### config.mk
export PLATFORM = sky130hd
export DESIGN_NAME = k005297_mskld_sched
export DESIGN_NICKNAME = d
export VERILOG_FILES = /design/src/rtl/k005297_mskld_pkg.sv /design/src/rtl/k005297_mskld_chan.sv /design/src/rtl/k005297_mskld_sched.sv
export SDC_FILE = /design/constraint.sdc
export NUM_CORES = 1
export LEC_CHECK = 0
export CORE_MARGIN = 2
export CORE_UTILIZATION = 40
export CTS_CLUSTER_DIAMETER = 150
export DETAILED_ROUTE_END_ITERATION = 7
export GPL_ROUTABILITY_DRIVEN = 0
export PLACE_DENSITY = 0.93
export SYNTH_ARGS = -nofsm -noshare
export SYNTH_HDL_FRONTEND = slang
export SYNTH_SLANG_ARGS = --single-unit
export TNS_END_PERCENT = 30
### constraint.sdc
create_clock -name i_MCLK -period 3.2 [get_ports i_MCLK]
set_input_delay 0.32 -clock i_MCLK [delete_from_list [all_inputs] [get_ports i_MCLK]]
set_output_delay 0.32 -clock i_MCLK [all_outputs]
set_load 0.05 [all_outputs]
### src/rtl/k005297_mskld_pkg.sv
// k005297_mskld_pkg
// Shared defaults for the 005297 mask-load scheduler: rotation length,
// decrement tap masks for 2-bit / 4-bit modes, and the phase indices used
// for strobe evaluation and timer clear.
package k005297_mskld_pkg;

    localparam int unsigned ROT_LEN_DEF = 20;

    // Decrement taps: phases {0,5} in 2-bit mode, {0,5,10,15} in 4-bit mode
    localparam logic [ROT_LEN_DEF-1:0] DEC_MASK_2B_DEF = 20'h0_0021;
    localparam logic [ROT_LEN_DEF-1:0] DEC_MASK_4B_DEF = 20'h0_8421;

    localparam int unsigned LD_PH0_DEF = 3;
    localparam int unsigned LD_PH1_DEF = 18;
    localparam int unsigned CLR_PH_DEF = 1;

endpackage

### src/rtl/k005297_mskld_chan.sv
// k005297_mskld_chan
// One mask-load channel: down-counting timer, registered load strobe and
// (with K005297_MSKLD_MISS_EN defined) a sticky missed-clear flag.
// Ports:
//   i_MCLK, i_RST_n   clock, async active-low reset
//   tick              clock enable; all state changes only when high
//   dec_strobe        current phase is a decrement phase
//   ld_eval           current phase is a strobe evaluation phase
//   clr_ph            current phase is the clear phase
//   acc_act_n         access active (low); high forces reload and clears miss
//   acq_msk_ld        forced mask-load request
//   reload            timer reload value
//   timer             timer register readback
//   sr_ld             mask shift-register load strobe
//   miss              sticky missed-clear flag (0 when feature disabled)
module k005297_mskld_chan
    import k005297_mskld_pkg::*;
#(
    parameter int unsigned TW = 4
) (
    input  logic          i_MCLK,
    input  logic          i_RST_n,
    input  logic          tick,
    input  logic          dec_strobe,
    input  logic          ld_eval,
    input  logic          clr_ph,
    input  logic          acc_act_n,
    input  logic          acq_msk_ld,
    input  logic [TW-1:0] reload,
    output logic [TW-1:0] timer,
    output logic          sr_ld,
    output logic          miss
);

    localparam logic [TW-1:0] ONE = TW'(1);

    logic timer_zero;
    assign timer_zero = (timer == '0);

    // Timer and strobe both consume pre-tick values of timer and sr_ld
    always_ff @(posedge i_MCLK or negedge i_RST_n) begin
        if (!i_RST_n) begin
            timer <= '1;
            sr_ld <= 1'b0;
        end else if (tick) begin
            if (acc_act_n || (sr_ld && clr_ph))
                timer <= reload;
            else if (dec_strobe)
                timer <= timer_zero ? reload : timer - ONE;

            if (ld_eval)
                sr_ld <= timer_zero | acq_msk_ld;
        end
    end

`ifdef K005297_MSKLD_MISS_EN
    // A wrap while the strobe is still pending means the clear phase was missed
    always_ff @(posedge i_MCLK or negedge i_RST_n) begin
        if (!i_RST_n)
            miss <= 1'b0;
        else if (tick) begin
            if (acc_act_n)
                miss <= 1'b0;
            else if (timer_zero && dec_strobe && sr_ld)
                miss <= 1'b1;
        end
    end
`else
    assign miss = 1'b0;
`endif

endmodule

### src/rtl/k005297_mskld_sched.sv
// k005297_mskld_sched
// Multi-channel mask-load scheduler for the 005297 bubble-memory controller.
// Phase decodes (decrement, strobe evaluation, clear) are computed once here
// and fanned out to CH k005297_mskld_chan instances.
// Optional feature macro: K005297_MSKLD_MISS_EN (sticky missed-clear flags).
// Ports:
//   i_MCLK           master clock
//   i_RST_n          async active-low reset
//   i_CLK2M_PCEN_n   active-low tick enable
//   i_ROT_n          one-cold rotation phase bus
//   i_4BEN_n         0 = 4-bit mode, 1 = 2-bit mode
//   i_RELOAD         shared timer reload value
//   i_ACC_ACT_n      per-channel access active (low)
//   i_ACQ_MSK_LD     per-channel forced mask-load request
//   o_MSKREG_SR_LD   per-channel mask shift-register load strobe
//   o_TIMER          timers, channel c at [c*TW +: TW]
//   o_MISS           per-channel sticky missed-clear flag
module k005297_mskld_sched
    import k005297_mskld_pkg::*;
#(
    parameter int unsigned          CH          = 2,
    parameter int unsigned          TW          = 4,
    parameter int unsigned          ROT_LEN     = ROT_LEN_DEF,
    parameter logic [ROT_LEN-1:0]   DEC_MASK_2B = ROT_LEN'(DEC_MASK_2B_DEF),
    parameter logic [ROT_LEN-1:0]   DEC_MASK_4B = ROT_LEN'(DEC_MASK_4B_DEF),
    parameter int unsigned          LD_PH0      = LD_PH0_DEF,
    parameter int unsigned          LD_PH1      = LD_PH1_DEF,
    parameter int unsigned          CLR_PH      = CLR_PH_DEF
) (
    input  logic                i_MCLK,
    input  logic                i_RST_n,
    input  logic                i_CLK2M_PCEN_n,
    input  logic [ROT_LEN-1:0]  i_ROT_n,
    input  logic                i_4BEN_n,
    input  logic [TW-1:0]       i_RELOAD,
    input  logic [CH-1:0]       i_ACC_ACT_n,
    input  logic [CH-1:0]       i_ACQ_MSK_LD,
    output logic [CH-1:0]       o_MSKREG_SR_LD,
    output logic [CH*TW-1:0]    o_TIMER,
    output logic [CH-1:0]       o_MISS
);

    generate
        if (CH < 1 || CH > 8) begin : g_bad_ch
            $error("k005297_mskld_sched: CH must be 1..8");
        end
        if (TW < 2 || TW > 8) begin : g_bad_tw
            $error("k005297_mskld_sched: TW must be 2..8");
        end
        if (LD_PH0 >= ROT_LEN || LD_PH1 >= ROT_LEN || CLR_PH >= ROT_LEN) begin : g_bad_ph
            $error("k005297_mskld_sched: phase index out of rotation range");
        end
    endgenerate

    logic [ROT_LEN-1:0] dec_mask;
    logic               tick;
    logic               dec_strobe;
    logic               ld_eval;
    logic               clr_ph;

    // Illegal multi-cold / all-ones rotation falls through these OR rules
    assign tick       = ~i_CLK2M_PCEN_n;
    assign dec_mask   = i_4BEN_n ? DEC_MASK_2B : DEC_MASK_4B;
    assign dec_strobe = |(~i_ROT_n & dec_mask);
    assign ld_eval    = ~i_ROT_n[LD_PH0] | ~i_ROT_n[LD_PH1];
    assign clr_ph     = ~i_ROT_n[CLR_PH];

    genvar c;
    generate
        for (c = 0; c < CH; c++) begin : g_chan
            k005297_mskld_chan #(
                .TW(TW)
            ) u_chan (
                .i_MCLK     (i_MCLK),
                .i_RST_n    (i_RST_n),
                .tick       (tick),
                .dec_strobe (dec_strobe),
                .ld_eval    (ld_eval),
                .clr_ph     (clr_ph),
                .acc_act_n  (i_ACC_ACT_n[c]),
                .acq_msk_ld (i_ACQ_MSK_LD[c]),
                .reload     (i_RELOAD),
                .timer      (o_TIMER[c*TW +: TW]),
                .sr_ld      (o_MSKREG_SR_LD[c]),
                .miss       (o_MISS[c])
            );
        end
    endgenerate

endmodule

==> results of run 1 <==
power groups by stage:
stage          clock, mW  combinational, mW  sequential, mW
3_3_place_gp           0              0.317           0.215
2_1_floorplan          0              0.131           0.307
5_1_grt            0.130              0.346           0.221
4_1_cts            0.120              0.324           0.214
3_5_place_dp           0              0.324           0.216
6_report           0.115              0.323           0.214
layout by cell type, fill, tap and decap left out, types with 3 or more instances in the layout:
cell | netlist | layout
clkdlybuf4s50_1 | 0 | 28
nor2_1 | 8 | 8
dfstp_2 | 8 | 8
inv_1 | 7 | 7
a21oi_1 | 6 | 6
nand2_1 | 4 | 4
nor3_1 | 3 | 3
or2_2 | 3 | 3
a221oi_1 | 3 | 3
a211oi_1 | 3 | 3
mux2i_1 | 3 | 3
mux2_2 | 3 | 3
clkbuf_4 | 0 | 3
metal layers:
layer  vias to the layer above  track usage  wire length (µm)
li1                        350            -                 -
met1                       314        0.201               753
met2                        25        0.322               849
met3                         5       0.0453               135
met4                         0       0.0833                38
met5                         -            0                 0
sequential cells by signal, summed over array words and instances, names as in the netlist:
register             flops
g_chan.u_chan.timer      8
g_chan.u_chan.sr_ld      2
worst max path at each step:
| stage | cells past startpoint | endpoint | start | slack [ps] |
|---|---|---|---|---|
| detailed placement | 5 | g_chan[0].u_chan.timer[1] | i_ROT_n[1] | 1260 |
| global placement | 5 | g_chan[0].u_chan.timer[1] | i_ROT_n[1] | 1320 |
| global route | 1 | o_TIMER[6] | g_chan[1].u_chan.timer[2] | 1140 |
| floorplan | 6 | g_chan[1].u_chan.timer[3] | g_chan[1].u_chan.timer[0] | 1210 |
| finish | 1 | o_TIMER[6] | g_chan[1].u_chan.timer[2] | 1210 |
| CTS | 1 | o_TIMER[6] | g_chan[1].u_chan.timer[2] | 1190 |
cell type report:
cell class	instances	area, µm²	area share
inverters	7	26.3	0.0244
clock buffers	4	36.3	0.0336
flip-flops and latches	10	260	0.241
repair buffers	28	280	0.260
well taps	25	31.3	0.0290
multi-input cells	60	444	0.412
worst reg2reg max path: stages (launching register included):
cell and delay [ps]:
dfstp_2 560, inv_1 50, ha_1 210, nor3b_2 180, nor3_2 240, mux2_2 380
o22a_1 190
logic make-up (layout without fill, tap and decap cells):
logic type	count (synthesis)	count (layout)	synth area share
fa+ha+maj	2	2	0.0331
simple gates	29	29	0.238
compound gates	21	21	0.221
other cells	1	2	0.00495
mux	6	6	0.0843
buf+inv	11	39	0.0744
flops	10	10	0.344
==> out/results.tsv, run 1 <==
stage	metric	value	unit
pwr	pwr-share-clk	0.177	
drt	wl_per_cell	13.3	µm
pwr	seq_power_share	0.329	
pwr	swShare	0.421	
layout	n_fill_cell	150	
timing	period_minus_slack	1990	ps
floorplanning	die_area	2260	µm²
pwr	worst_ir_drop_vdd	0.376	mV
timing	holdWs	370	ps
synth	synth_ff_type	dfstp_2	
clocking	postCtsSetupBuffers	0	
layout	post-route-util	0.618	
global_routing	grt_first_pass_wirelength	2780	µm
timing	rsz0062_at_grt	no	
synth	synth_seq_cells	10	
placement	place_area	1040	µm²
placement	port_buffers	28	
setup_path	r2r_setup_slack	1320	ps
drt	viasPerCell	5.18	
setup_path	path_cells	clkdlybuf4s50_1	
pwr	power_frac_comb	0.494	
global_routing	grt_overflow	0	
clocking	clock_sinks	10	
clocking	cts-htree-levels	1	
layout	diodes	0	
clocking	cts_hold_buf	0	
floorplanning	die_h	47.5	µm
timing	clock_skew	1.52	ps
timing	fin_crit_sh	0.623	
timing	tightest_slew	503	ps
synth	ys_types	30	
setup_path	worst_r2r_startpoint	g_chan[1].u_chan.timer[0]	
global_routing	grt_usage	0.181	
layout	finalNetCount	144	
floorplanning	io_pins	44	
setup_path	slowest_delay	820	ps
drt	vias	694	
clocking	clockRootBuffer	clkbuf_4	
setup_path	critPathLaunchType	flop	
clocking	clk_pin_slew	70	ps
clocking	clock_latency	270	ps
synth	ys_seq_area_frac	0.344	
pwr	p_int	0.378	mW
timing	hold_viol	0	
synth	yosys-top-cells-area	dfstp_2 28%, dfrtp_1 6.6%, mux2_2 4.5%, a21oi_1 4.0%, mux2i_1 4.0%	
layout	design_area	1080	µm²
synth	syn-instance-count	80	
drt	wirelength	1780	µm
setup_path	end_kind	primary output	
drt	drtAntennaViolNets	0	
setup_path	reg2reg_depth	6	
clocking	cts_buffers	3	
timing	setup_tns	0	ps
synth	synth_edf_count	0	
synth	async_reset_ff_frac	1.00	
synth	yosysTopAreaCellShare	0.278	
setup_path	required	2880	ps
flow_run	maxCapViolCount	0	
timing	worst_slack	1210	ps
setup_path	crit_type	flop to primary output	
global_routing	antenna_found_initial	0	
setup_path	reg2reg_to	g_chan[1].u_chan.timer[3]	
synth	yosys-top-cells-count	8 x dfstp_2, 8 x nor2_1, 7 x inv_1	
layout	drive_gt1_frac	0.220	
synth	yosys.area.top_type	dfstp_2	
setup_path	cp.arrival	1670	ps
setup_path	cp_num_buf_inv	1	
pwr	power.switching	0.275	mW
synth	yosysWarnings	0	
timing	relSlewSlack	0.664	
floorplanning	rows	15	
pwr	power	0.652	mW
drt	drtIter0Drc	8	
timing	fmax	501	MHz
clocking	cts_tree	done	
global_routing	grt_pass1_vias	674	
floorplanning	chipWidth	47.5	µm
drt	route.detailed.drc	0	
global_routing	grt_max_degree	11	
placement	dp.cells	130	
setup_path	cp_max_fo	6	
setup_path	slowest_stage	clkdlybuf4s50_1	
outcome	status	finished, final reports clean	
floorplanning	start_util	0.434	
drt	dr.pass1.iters	4	
clocking	cts-resized-gates	0	
worst_hold_path	hold_class	input pin to async pin	
layout	area.growth.synth_to_final	42.5	%
timing	setup_viol	0	
pwr	powerDensity	605	nW/µm²
clocking	cts.path.max_buffers	2	
synth	avgSynthCellArea	9.46	µm²
timing	drv_slew	0	
setup_path	crit_family	buffers and inverters	
layout	fin_cells	134	
pwr	p_leak	0.425	nW
placement	dpl_worst_slack	1260	ps
floorplanning	core_region_area	1750	µm²
synth	syn_area	757	µm²
placement	dp_hpwl	1420	µm
(Power assumes the default switching activity.)
==> run 2, diff against run 1 <==
--- a/config.mk
+++ b/config.mk
@@ -6,11 +6,11 @@
 export NUM_CORES = 1
 export LEC_CHECK = 0
 export CORE_MARGIN = 2
-export CORE_UTILIZATION = 40
+export CORE_UTILIZATION = 33
 export CTS_CLUSTER_DIAMETER = 150
 export DETAILED_ROUTE_END_ITERATION = 7
 export GPL_ROUTABILITY_DRIVEN = 0
-export PLACE_DENSITY = 0.93
+export PLACE_DENSITY = 0.83
 export SYNTH_ARGS = -nofsm -noshare
 export SYNTH_HDL_FRONTEND = slang
 export SYNTH_SLANG_ARGS = --single-unit
==> constraint.sdc (replaced) <==
create_clock -name i_MCLK -period 1.74 [get_ports i_MCLK]
set_input_delay 0.174 -clock i_MCLK [delete_from_list [all_inputs] [get_ports i_MCLK]]
set_output_delay 0.174 -clock i_MCLK [all_outputs]
set_load 0.05 [all_outputs]
==> run 2 against run 1 <==
  * Combinational power rose by 110%
  * Register-to-register slack got worse by 1300 ps
  * Die area rose by 19%
  * Clock-buffer cell count did not move
  * Clock skew rose by 10 ps
  * Largest power group unchanged
==> out/results.tsv, run 2 (same netlist as run 1, synthesis figures left out) <==
stage	metric	value	unit	change
layout	layout_common_cells	20 x clkdlybuf4s50_1, 19 x buf_4, 8 x nor2_1		was 28 x clkdlybuf4s50_1, 8 x nor2_1, 8 x dfstp_2
layout	largest_reg_flops	8		unchanged
pwr	worst_ir_drop_vdd	0.509	mV	was 0.376 mV
drt	drtAntennaViolNets	0		unchanged
layout	fin_cells	149		was 134
placement	dp.cells	143		was 130
setup_path	path_depth	6		was 1
pwr	p_leak	0.503	nW	was 0.425 nW
layout	area.growth.synth_to_final	58.5	%	was 42.5%
drt	dr.pass1.iters	4		unchanged
clocking	clk_pin_slew	80	ps	was 70 ps
setup_path	cp_num_buf_inv	1		unchanged
floorplanning	rows	17		was 15
floorplanning	core_region_area	2190	µm²	was 1750 µm²
floorplanning	die_area	2690	µm²	was 2260 µm²
drt	viasPerCell	5.28		was 5.18
placement	port_buffers	28		unchanged
global_routing	antenna_found_initial	0		unchanged
clocking	cts-htree-levels	1		unchanged
floorplanning	chipWidth	51.9	µm	was 47.5 µm
setup_path	end_kind	flop		was primary output
drt	vias	786		was 694
pwr	powerDensity	1060	nW/µm²	was 605 nW/µm²
setup_path	worst_r2r_startpoint	g_chan[1].u_chan.timer[0]		unchanged
global_routing	grt_max_degree	11		unchanged
setup_path	cp.arrival	1910	ps	was 1670 ps
setup_path	r2r_setup_slack	40	ps	was 1320 ps
drt	route.detailed.drc	0		unchanged
layout	finalNetCount	156		was 144
drt	drtIter0Drc	38		was 8
flow_run	maxCapViolCount	0		unchanged
layout	diodes	0		unchanged
layout	final_common_cell	clkdlybuf4s50_1		unchanged
layout	drive_gt1_frac	0.397		was 0.220
setup_path	cp_max_fo	2		was 6
global_routing	grt_overflow	0		unchanged
setup_path	required	1950	ps	was 2880 ps
clocking	cts.path.max_buffers	2		unchanged
timing	clock_skew	11.9	ps	was 1.52 ps
setup_path	slowest_stage	dfstp_4		was clkdlybuf4s50_1
clocking	cts_buffers	3		unchanged
setup_path	reg2reg_to	g_chan[1].u_chan.timer[3]		unchanged
layout	top_regs	g_chan.u_chan.timer: 8 flops, g_chan.u_chan.sr_ld: 2 flops		unchanged
global_routing	grt_first_pass_wirelength	3290	µm	was 2780 µm
clocking	clock_latency	280	ps	was 270 ps
clocking	clockRootBuffer	clkbuf_4		unchanged
floorplanning	io_pins	44		unchanged
timing	holdWs	219	ps	was 370 ps
drt	wirelength	2150	µm	was 1780 µm
global_routing	grt_pass1_vias	782		was 674
setup_path	slowest_delay	620	ps	was 820 ps
setup_path	crit_type	flop to flop		was flop to primary output
placement	dp_hpwl	1640	µm	was 1420 µm
timing	period_minus_slack	1700	ps	
timing	hold_viol	0		unchanged
timing	drv_slew	0		unchanged
drt	wl_per_cell	14.4	µm	was 13.3 µm
timing	setup_viol	0		unchanged
clocking	cts_tree	done		unchanged
timing	fin_crit_sh	0.975		
setup_path	path_cells	inv_2, ha_4, nor3b_4, nor3_4, mux2_4, o22a_1		was clkdlybuf4s50_1
setup_path	crit_family	flip-flops		was buffers and inverters
outcome	status	finished, final reports clean		unchanged
layout	top_register	g_chan.u_chan.timer		unchanged
worst_hold_path	hold_class	input pin to async pin		unchanged
global_routing	grt_usage	0.166		was 0.181
setup_path	critPathLaunchType	flop		unchanged
setup_path	reg2reg_depth	6		unchanged
floorplanning	start_util	0.346		was 0.434
floorplanning	die_h	51.9	µm	was 47.5 µm
timing	fmax	589	MHz	
clocking	clock_sinks	10		unchanged
## run 2: cell types whose count changed in the layout (fill, tap and decap cells not counted), sizes merged
cell,change
clkdlybuf4s50,-8
buf,+20
## run 2: per-stage QoR
| step | TNS, ps | area, µm² | util | power (mW) | setup WS (ps) |
|---|---|---|---|---|---|
| global route | -1.76 | 1200 | 0.548 | 1.34 | -1.76 |
| global placement | 0 | 1130 | 0.517 | 1.04 | 19.5 |
| CTS | 0 | 1160 | 0.529 | 1.24 | 10.8 |
| finish | 0 | 1200 | 0.548 | 1.27 | 43.2 |
| floorplan | -304 | 793 | - | 0.838 | -167 |
| detailed placement | -95.8 | 1130 | 0.517 | 1.06 | -34.1 |
## run 2: worst register-to-register path, cell delays in order (launching register included)
cell,delay (ps)
dfstp_4,620
inv_2,40
ha_4,150
nor3b_4,150
nor3_4,160
mux2_4,320
o22a_1,190
## run 2: cell type report
class / instances / area, µm²
multi-input cells: 60 / 494
inverters: 7 / 26.3
well taps: 28 / 35.0
clock buffers: 4 / 26.3
fillers: 181 / 991
repair buffers: 40 / 354
flip-flops and latches: 10 / 264
## run 2: timing repair
item / 4_1_cts / 5_1_grt
pin swaps: 1 / 2
gates resized for setup: 0 / 5
endpoints found under the setup margin: 2 / 4
buffers inserted: 0 / 2
hold buffers: 0 / 0
## run 2: how the worst max path moves through the flow
stage / startpoint / end / slack (ps)
final: g_chan[1].u_chan.timer[0] / g_chan[1].u_chan.timer[3] / 40
after global routing: g_chan[0].u_chan.timer[0] / g_chan[0].u_chan.timer[1] / -2
after CTS: g_chan[0].u_chan.timer[0] / g_chan[0].u_chan.timer[1] / 10
after detailed placement: i_ROT_n[1] / g_chan[1].u_chan.timer[1] / -30
after global placement: g_chan[1].u_chan.timer[0] / g_chan[1].u_chan.timer[3] / 20
after floorplan: g_chan[1].u_chan.timer[1] / g_chan[1].u_chan.timer[3] / -170
## run 2: power breakdown
part	internal [mW]	switching (mW)
Clock	0.0888	0.0882
Sequential	0.328	0.0798
Combinational	0.290	0.391
Total	0.708	0.559
## run 2: routing by layer
layer  part of all wire  up-vias  GRT usage
met5                  0        -          0
met4              0.020        0     0.0746
met3              0.099        7     0.0402
met2               0.50       50      0.289
met1               0.38      358      0.190
li1                   -      371          -
==> run 3, diff against run 2 <==
--- a/config.mk
+++ b/config.mk
@@ -5,12 +5,13 @@
 export SDC_FILE = /design/constraint.sdc
 export NUM_CORES = 1
 export LEC_CHECK = 0
+export CORE_ASPECT_RATIO = 0.5
 export CORE_MARGIN = 2
-export CORE_UTILIZATION = 33
+export CORE_UTILIZATION = 25
 export CTS_CLUSTER_DIAMETER = 150
 export DETAILED_ROUTE_END_ITERATION = 7
 export GPL_ROUTABILITY_DRIVEN = 0
-export PLACE_DENSITY = 0.83
+export PLACE_DENSITY = 0.68
 export SYNTH_ARGS = -nofsm -noshare
 export SYNTH_HDL_FRONTEND = slang
 export SYNTH_SLANG_ARGS = --single-unit
==> run 3 against run 2 <==
  * Clock-buffer cell count is the same
  * Sequential cell count is the same
  * Non-clock buffer count shrank 1
  * Die area grew 30%
  * Register-to-register slack is essentially flat
  * Total power grew 5.4%
  * Global-route usage shrank 4.9 points
  * Final cell count grew 7.4%
  * Critical path type unchanged
==> out/results.tsv, run 3 (same netlist as run 1, synthesis figures left out) <==
stage	metric	value	unit	change
global_routing	grt_overflow	0		unchanged
setup_path	crit_type	flop to flop		unchanged
pwr	p_int	0.778	mW	was 0.708 mW
setup_path	end_kind	flop		unchanged
global_routing	grt_usage	0.117		was 0.166
layout	regArea	264	µm²	unchanged
clocking	cts-htree-levels	1		unchanged
global_routing	grt_first_pass_wirelength	3160	µm	was 3290 µm
timing	drv_slew	0		unchanged
global_routing	top_usage_layer	met2		unchanged
floorplanning	core_region_area	2940	µm²	was 2190 µm²
layout	fin_cells	160		was 149
setup_path	critPathLaunchType	flop		unchanged
timing	setup_tns	0	ps	unchanged
drt	wirelength	1930	µm	was 2150 µm
global_routing	grt_pass1_vias	730		was 782
global_routing	grtUsageMet3	0.0255		was 0.0402
pwr	powerDensity	1090	nW/µm²	was 1060 nW/µm²
layout	area.growth.synth_to_final	61.7	%	was 58.5%
layout	n_fill_cell	304		was 181
clocking	cts_buffers	3		unchanged
layout	final_common_cell	clkdlybuf4s50_1		unchanged
clocking	cts_hold_buf	0		unchanged
layout	post-route-util	0.416		was 0.548
setup_path	reg2reg_to	g_chan[1].u_chan.timer[3]		unchanged
drt	vias	759		was 786
setup_path	cp.arrival	1850	ps	was 1910 ps
pwr	power	1.34	mW	was 1.27 mW
pwr	seq_power_share	0.308		was 0.322
floorplanning	rows	14		was 17
timing	fin_crit_sh	0.971		was 0.975
timing	period_minus_slack	1690	ps	was 1700 ps
drt	route.detailed.drc	0		unchanged
floorplanning	io_pins	44		unchanged
timing	setup_viol	0		unchanged
clocking	clock_sinks	10		unchanged
clocking	clk_pin_slew	50	ps	was 80 ps
layout	top_register	g_chan.u_chan.timer		unchanged
layout	diodes	0		unchanged
floorplanning	chipWidth	81.8	µm	was 51.9 µm
floorplanning	die_h	42.9	µm	was 51.9 µm
worst_hold_path	hold_class	input pin to async pin		unchanged
placement	place_area	1160	µm²	was 1130 µm²
clocking	cts.path.max_buffers	2		unchanged
setup_path	worst_r2r_startpoint	g_chan[1].u_chan.timer[0]		unchanged
layout	finalNetCount	155		was 156
placement	port_buffers	28		unchanged
placement	dp_hpwl	1570	µm	was 1640 µm
pwr	p_leak	0.505	nW	was 0.503 nW
setup_path	reg2reg_depth	6		unchanged
layout	top_regs	g_chan.u_chan.timer: 8 flops, g_chan.u_chan.sr_ld: 2 flops		unchanged
layout	multi_input_area	495	µm²	was 494 µm²
timing	tightest_slew	512	ps	
timing	relSlewSlack	0.658		
placement	dpl_worst_slack	-13.9	ps	was -34.1 ps
global_routing	met2_usage	0.208		was 0.289
timing	worst_slack	50.8	ps	was 43.2 ps
pwr	worst_ir_drop_vdd	0.281	mV	was 0.509 mV
placement	dp.cells	156		was 143
timing	holdWs	283	ps	was 219 ps
setup_path	cp_max_fo	2		unchanged
floorplanning	die_area	3510	µm²	was 2690 µm²
drt	drtIter0Drc	49		was 38
global_routing	grt_max_degree	11		unchanged
timing	rsz0062_at_grt	no		
timing	fmax	592	MHz	was 589 MHz
layout	design_area	1220	µm²	was 1200 µm²
pwr	power.switching	0.558	mW	was 0.559 mW
clocking	postCtsSetupBuffers	0		unchanged
layout	largest_reg_flops	8		unchanged
pwr	swShare	0.418		was 0.442
floorplanning	start_util	0.257		was 0.346
drt	drtAntennaViolNets	0		unchanged
drt	wl_per_cell	12.1	µm	was 14.4 µm
outcome	status	finished, final reports clean		unchanged
pwr	power_frac_comb	0.502		was 0.538
setup_path	r2r_setup_slack	50	ps	was 40 ps
layout	drive_gt1_frac	0.392		was 0.397
global_routing	antenna_found_initial	0		unchanged
setup_path	slowest_delay	610	ps	was 620 ps
clocking	clockRootBuffer	clkbuf_8		was clkbuf_4
setup_path	required	1900	ps	was 1950 ps
clocking	clock_latency	240	ps	was 280 ps
clocking	cts_tree	done		unchanged
flow_run	maxCapViolCount	0		unchanged
global_routing	grt_util_met1	0.143		was 0.190
setup_path	path_cells	inv_2, ha_4, nor3b_4, nor3_4, mux2_4, o22a_1		unchanged
drt	dr.pass1.iters	4		unchanged
pwr	pwr-share-clk	0.190		was 0.140
setup_path	slowest_stage	dfstp_4		unchanged
timing	clock_skew	1.91	ps	was 11.9 ps
layout	layout_common_cells	20 x clkdlybuf4s50_1, 19 x buf_4, 8 x nor2_1		unchanged
timing	hold_viol	0		unchanged
drt	viasPerCell	4.74		was 5.28
## run 3: cell types whose count changed in the layout (fill, tap and decap cells not counted), sizes merged
cell | previous run | this run
buf | 20 | 19
## run 3: metal layers
| layer | part of all wire | up-vias |
|---|---|---|
| li1 | - | 375 |
| met1 | 0.45 | 354 |
| met2 | 0.50 | 26 |
| met3 | 0.038 | 4 |
| met4 | 0.0031 | 0 |
| met5 | 0 | - |
## run 3: timing repair
item                       in CTS  in global routing
setup endpoints to repair       1                  2
gates resized for setup         0                  4
pin swaps                       1                  1
## run 3: power by group through the flow
stage / registers [mW] / clock network, mW / logic [mW]
after detailed placement: 0.410 / 0 / 0.659
after floorplan: 0.574 / 0 / 0.264
after CTS: 0.408 / 0.263 / 0.659
after global routing: 0.421 / 0.279 / 0.711
after global placement: 0.407 / 0 / 0.649
final: 0.412 / 0.254 / 0.670
## run 3: layout make-up
cell class | instances | area share
multi-input combinational | 60 | 0.405
timing repair buffer | 39 | 0.280
sequential | 10 | 0.216
tap | 40 | 0.0409
inverter | 7 | 0.0215
clock buffer | 4 | 0.0368
## run 3: worst max-delay path: cells and delay by family, from the launching register on
family                     cells  cell delay, ps
buffers and inverters          1              40
DFF                            1             610
AOI/OAI and AO/OA              1             190
muxes                          1             320
adders and majority gates      1             150
and+or+nand+nor                2             300
## run 3: worst max path at each step
stage                              startpoint                   endpoint  slack (ps)  cells after the start
floorplan           g_chan[1].u_chan.timer[1]  g_chan[1].u_chan.timer[3]        -170                      6
detailed placement  g_chan[1].u_chan.timer[0]  g_chan[1].u_chan.timer[3]         -10                      6
finish              g_chan[1].u_chan.timer[0]  g_chan[1].u_chan.timer[3]          50                      6
CTS                 g_chan[0].u_chan.timer[1]  g_chan[0].u_chan.timer[0]          30                      6
global route        g_chan[1].u_chan.timer[0]  g_chan[1].u_chan.timer[3]           5                      6
global placement    g_chan[1].u_chan.timer[0]  g_chan[1].u_chan.timer[3]           2                      6
